==> src/rtl/reg_pkg.sv <==
// Shared definitions for the register-bank write path.
package reg_pkg;

    localparam int unsigned DATA_W   = 16;
    localparam int unsigned NREG_DEF = 4;
    localparam int unsigned IDXW_DEF = 2;

    localparam logic SRC_A = 1'b0;
    localparam logic SRC_B = 1'b1;

endpackage

==> src/rtl/rr_arb2.sv <==
// Two-way round-robin arbiter with a single priority flop and a grant enable.
module rr_arb2 (
    input  logic       clk,
    input  logic       rst,
    input  logic [1:0] req,
    input  logic       en,
    output logic [1:0] gnt
);

    logic prio;

    always_comb begin
        gnt = 2'b00;
        if (en && !rst) begin
            unique case (req)
                2'b01:   gnt = 2'b01;
                2'b10:   gnt = 2'b10;
                2'b11:   gnt = prio ? 2'b10 : 2'b01;
                default: gnt = 2'b00;
            endcase
        end
    end

    // Point at the loser so it wins the next contended cycle.
    always_ff @(posedge clk) begin
        if (rst) begin
            prio <= 1'b0;
        end else if (gnt[0]) begin
            prio <= 1'b1;
        end else if (gnt[1]) begin
            prio <= 1'b0;
        end
    end

endmodule

==> src/rtl/reg_write_arbiter.sv <==
// Arbitrates PC (A) and shifter (B) writes into a register bank through a
// one-deep write stage driving one-hot enables and a shared data bus.
module reg_write_arbiter
    import reg_pkg::*;
#(
    parameter int unsigned NREG = NREG_DEF,
    parameter int unsigned IDXW = IDXW_DEF
) (
    input  logic              clk,
    input  logic              rst,
    input  logic              stall,
    input  logic              a_req,
    input  logic [IDXW-1:0]   a_idx,
    input  logic [DATA_W-1:0] a_data,
    output logic              a_gnt,
    input  logic              b_req,
    input  logic [IDXW-1:0]   b_idx,
    input  logic [DATA_W-1:0] b_data,
    output logic              b_gnt,
    output logic [NREG-1:0]   wr_en,
    output logic [DATA_W-1:0] wr_data,
    output logic              wr_src,
    output logic              err,
    output logic              busy
);

    localparam logic [IDXW:0] NREG_W = NREG[IDXW:0];

    logic [1:0]        gnt;
    logic              vld_q;
    logic [IDXW-1:0]   idx_q;
    logic [DATA_W-1:0] data_q;
    logic              src_q;
    logic              in_range;

    rr_arb2 u_arb (
        .clk (clk),
        .rst (rst),
        .req ({b_req, a_req}),
        .en  (~stall),
        .gnt (gnt)
    );

    assign a_gnt = gnt[0];
    assign b_gnt = gnt[1];

    // Data/index/source hold their last value when idle so the bus stays quiet.
    always_ff @(posedge clk) begin
        if (rst) begin
            vld_q  <= 1'b0;
            idx_q  <= '0;
            data_q <= '0;
            src_q  <= SRC_A;
        end else begin
            vld_q <= |gnt;
            if (|gnt) begin
                idx_q  <= gnt[1] ? b_idx : a_idx;
                data_q <= gnt[1] ? b_data : a_data;
                src_q  <= gnt[1] ? SRC_B : SRC_A;
            end
        end
    end

    assign in_range = ({1'b0, idx_q} < NREG_W);

    always_comb begin
        wr_en = '0;
        for (int i = 0; i < NREG; i++) begin
            wr_en[i] = vld_q && (idx_q == IDXW'(i));
        end
    end

    assign wr_data = data_q;
    assign wr_src  = src_q;
    assign err     = vld_q & ~in_range;
    assign busy    = vld_q;

endmodule

==> config.mk <==
export PLATFORM = sky130hd
export DESIGN_NAME = reg_write_arbiter
export DESIGN_NICKNAME = d
export VERILOG_FILES = /design/src/rtl/reg_pkg.sv /design/src/rtl/rr_arb2.sv /design/src/rtl/reg_write_arbiter.sv
export SDC_FILE = /design/constraint.sdc
export NUM_CORES = 1
export LEC_CHECK = 0
export ABC_CLOCK_PERIOD_IN_PS = 1150
export BUFFER_PORTS_ARGS = -buffer_cell sky130_fd_sc_hd__buf_4
export CAP_MARGIN = 25
export CORE_ASPECT_RATIO = 0.7
export CORE_MARGIN = 4
export CORE_UTILIZATION = 39
export DETAILED_ROUTE_END_ITERATION = 10
export PLACE_DENSITY = 0.8
export SETUP_SLACK_MARGIN = 0.1
export SLEW_MARGIN = 20
export SYNTH_ARGS = -nofsm -noshare
export SYNTH_HDL_FRONTEND = slang
export SYNTH_SLANG_ARGS = --single-unit
==> constraint.sdc <==
create_clock -name clk -period 1.15 [get_ports clk]
set_input_delay 0.1725 -clock clk [delete_from_list [all_inputs] [get_ports clk]]
set_output_delay 0.1725 -clock clk [all_outputs]
set_load 0.01 [all_outputs]
==> run_results.csv <==
group,metric,value,unit
power,report.power.total,1.85,mW
clock_tree,clockBufferDepth,2,
layout,final_core_utilization,68.3,%
drt,via_per_inst,5.83,
job,timing.max_cap.violations,0,
place,pre_cts_ws,-188,ps
die,fp.dieH,53.9,um
layout,final_nets,244,
critical_path,cp-start-kind,"register",
sta,unrepaired_setup_endpoints_after_global_routing,"true",
power,pwr-share-comb,29.9,%
clock_tree,tritoncts,"yes",
place,dp.cells,228,
critical_path,rrSetupSlack,-20,ps
place,place_congestion,0.789,
yosys,yosysSeqAreaShare,35.8,%
yosys,synth.cell_area,1170,sq um
sta,highest_clock_frequency_the_design_can_meet,0.837,GHz
worst_hold_path,hold-path-endpoint,"idx_q[1]",
yosys,synthesis.yosys.warnings,0,
drt,drt_pass1_iterations,4,
sta,finalClockSkew,0.801,ps
power,power_density,953,nW/um^2
layout,filler_cell_count,229,
yosys,netlist_instances,133,
worst_hold_path,hold_class,"input port to register",
place,post_dp_cell_area,1720,sq um
run_status,failing_checks,"setup timing",
die,die_width,73.6,um
power,switching_power,0.546,mW
critical_path,regToRegEndpoint,"wr_data[8]",
clock_tree,cts_max_level,1,
grt,antenna_found_initial,0,
yosys,yosys_register_bits,21,
grt,wire_length_of_the_first_global_routing_pass,6370,um
layout,instances_no_fill,238,
power,vdd_drop_max,0.903,mV
power,leakage,0.779,nW
die,top_level_ports,66,
yosys,synth_top_area_share,35.8,%
clock_tree,clkLatencyLatePin,260,ps
power,sequential_share_of_power,43.7,%
place,hpwl,2870,um
power,power_frac_clock,26.4,%
clock_tree,path_clk_slew,80,ps
critical_path,timing.critical_path.required,980,ps
die,floorplan.core_area,2840,sq um
layout,mostFrequentLayoutCells,"buf_4 (71), nand4_1 (18), a21oi_1 (18), dfxtp_1 (17), buf_6 (13)",
yosys,synth.area.top_cells,"dfxtp_1 (36%), a311oi_2 (12%), nand4_1 (9.6%), a21oi_1 (7.7%), a311oi_1 (6.7%)",
critical_path,crit_path_end_kind,"primary output",
critical_path,cp_common_cell,"buf_6",
drt,wl_per_cell,17.1,um
die,initial_core_util,41.3,%
run_status,status,"complete, but fails checks",
layout,area_growth_syn_to_layout,65.4,%
sta,post-route-period-util,104,%
grt,track_usage,20.8,%
critical_path,critical_path_buf_inv_count,2,
layout,fin_area,1940,sq um
layout,final_layout_size_suffix_gt1_share,61.9,%
place,buffer_ports.inserted,64,
yosys,synth_area_leader_cell,"dfxtp_1",
critical_path,r2r-start,"u_arb.prio",
clock_tree,cts_made_buffers,3,
sta,smallest_setup_slack_after_layout,-44.2,ps
grt,grt_start_max_net_pins,21,
critical_path,timing.reg2reg.worst_path_depth,5,
grt,vias_in_the_first_global_route,1363,
yosys,netlist-cell-type-count,30,
sta,hold_viol_final,0,
worst_hold_path,hold_path_depth,3,
power,internal_power,1.30,mW
worst_hold_path,min-delay-start,"a_idx[1]",
clock_tree,clk_tree_root_cell,"clkbuf_8",
critical_path,crit_path_max_incr_delay,370,ps
critical_path,worstSetupPathType,"register to primary output",
sta,layout_min_cycle_time,1190,ps
critical_path,worst_path_top_cell_family_by_delay,"flip-flops",
layout,num_antenna_cells,0,
critical_path,critical_path.cell_chain,"nor2b_4, buf_6, nor2_4, buf_6",
drt,detail_route.wirelength,4070,um
yosys,postSynthAreaPerCell,8.82,sq um
power,net_switching_fraction_of_the_power,29.5,%
layout,area_taken_by_flip_flops_and_latches,435,sq um
critical_path,worst_ep_arrival_time,1020,ps
drt,vias,1388,
drt,drt.antenna.violating_nets,0,
die,die-area,3960,sq um
sta,final_max_slew_viol_count,0,
critical_path,worstPathMaxFanout,4,
layout,mostFrequentLayoutCell,"buf_4",
layout,multi_input_area,731,sq um
die,fp-row-count,16,
grt,grt-ovfl-total,0,
clock_tree,cts_hold_bufs,0,
critical_path,cpMaxStageDelayCell,"dfxtp_4",
sta,report.final.setup_viol,6,
clock_tree,cts_num_sinks,21,
drt,drt_iter0_drc,88,
drt,detail_route.drc_violations,0,
yosys,synth_fp_nets,174,
## worst register-to-register path: cells and delay by family, from the launching register on
kind            cells  cell delay [ps]
flops               1              370
simple gates        1              130
compound gates      2              320
buf+inv             2              270
## flip-flops by register name (all words and copies together) (netlist names)
name and cells:
wr_data 16, idx_q 2, busy 1, u_arb.prio 1, wr_src 1
## how the worst max path moves through the flow
stage,start,end,slack (ps),cells after the start
after floorplan,b_req,idx_q[1],-40,6
after global placement,rst,wr_data[3],-130,5
after detailed placement,rst,wr_data[4],-190,6
after CTS,u_arb.prio,b_gnt,-40,4
after global routing,u_arb.prio,b_gnt,-80,4
final,u_arb.prio,b_gnt,-40,4
## cell usage after synthesis
cell / count
conb_1: 1
buf_4: 1
nor2_2: 1
or2_1: 1
and3_1: 2
buf_1: 1
or3b_1: 1
o21ai_1: 8
nor2_1: 3
o21ba_2: 1
and3b_1: 1
clkbuf_1: 3
and2_4: 1
inv_1: 1
nor2b_1: 2
buf_12: 1
buf_6: 2
nor3b_1: 1
a311oi_2: 9
a21oi_1: 18
o21ai_0: 10
nand4_1: 18
clkbuf_2: 1
o22ai_1: 1
buf_2: 10
a311oi_1: 9
nand2b_1: 1
a31oi_1: 1
dfxtp_1: 21
nand2_1: 2
## final cells by class
class,count,share of cell area (%)
inverter,1,0.193
timing repair buffer,84,35.0
multi-input combinational,92,37.7
tap,36,2.32
clock buffer,3,2.13
clock inverter,1,0.258
sequential,21,22.4
## power by group through the flow
stage	combinational, mW	clock [mW]	sequential [mW]
CTS	0.533	0.499	0.808
floorplan	0.251	0	0.834
finish	0.552	0.489	0.808
global route	0.594	0.532	0.815
detailed placement	0.491	0	0.822
global placement	0.476	0	0.819
## per-stage QoR
stage	hold WS, ps	setup TNS [ps]
after floorplan	336	-348
after global placement	472	-1760
after detailed placement	479	-2850
after CTS	194	-90.1
after global routing	203	-786
final	198	-142
## layer usage
metal	GRT usage, %	vias to the layer above	routed length (um)	share of wire [%]
met1	24.2	669	1620	40
met5	0	-	0	0
li1	-	660	-	-
met2	39.0	57	2120	52
met4	3.31	0	17	0.42
met3	5.78	2	317	7.8
## cells by family (layout without fill, tap and decap cells)
group,Yosys count,after routing,synth area share (%)
buf+inv,20,89,10.6
compound gates,57,57,35.5
flops,21,21,35.8
simple gates,34,34,17.8
other cells,1,1,0.320
## what timing repair did
item,CTS,global route
pin swaps,7,14
endpoints found under the setup margin,25,26
resized for setup,27,12
buffers inserted,7,0
Note: power is estimated with default switching activity, not from simulation.
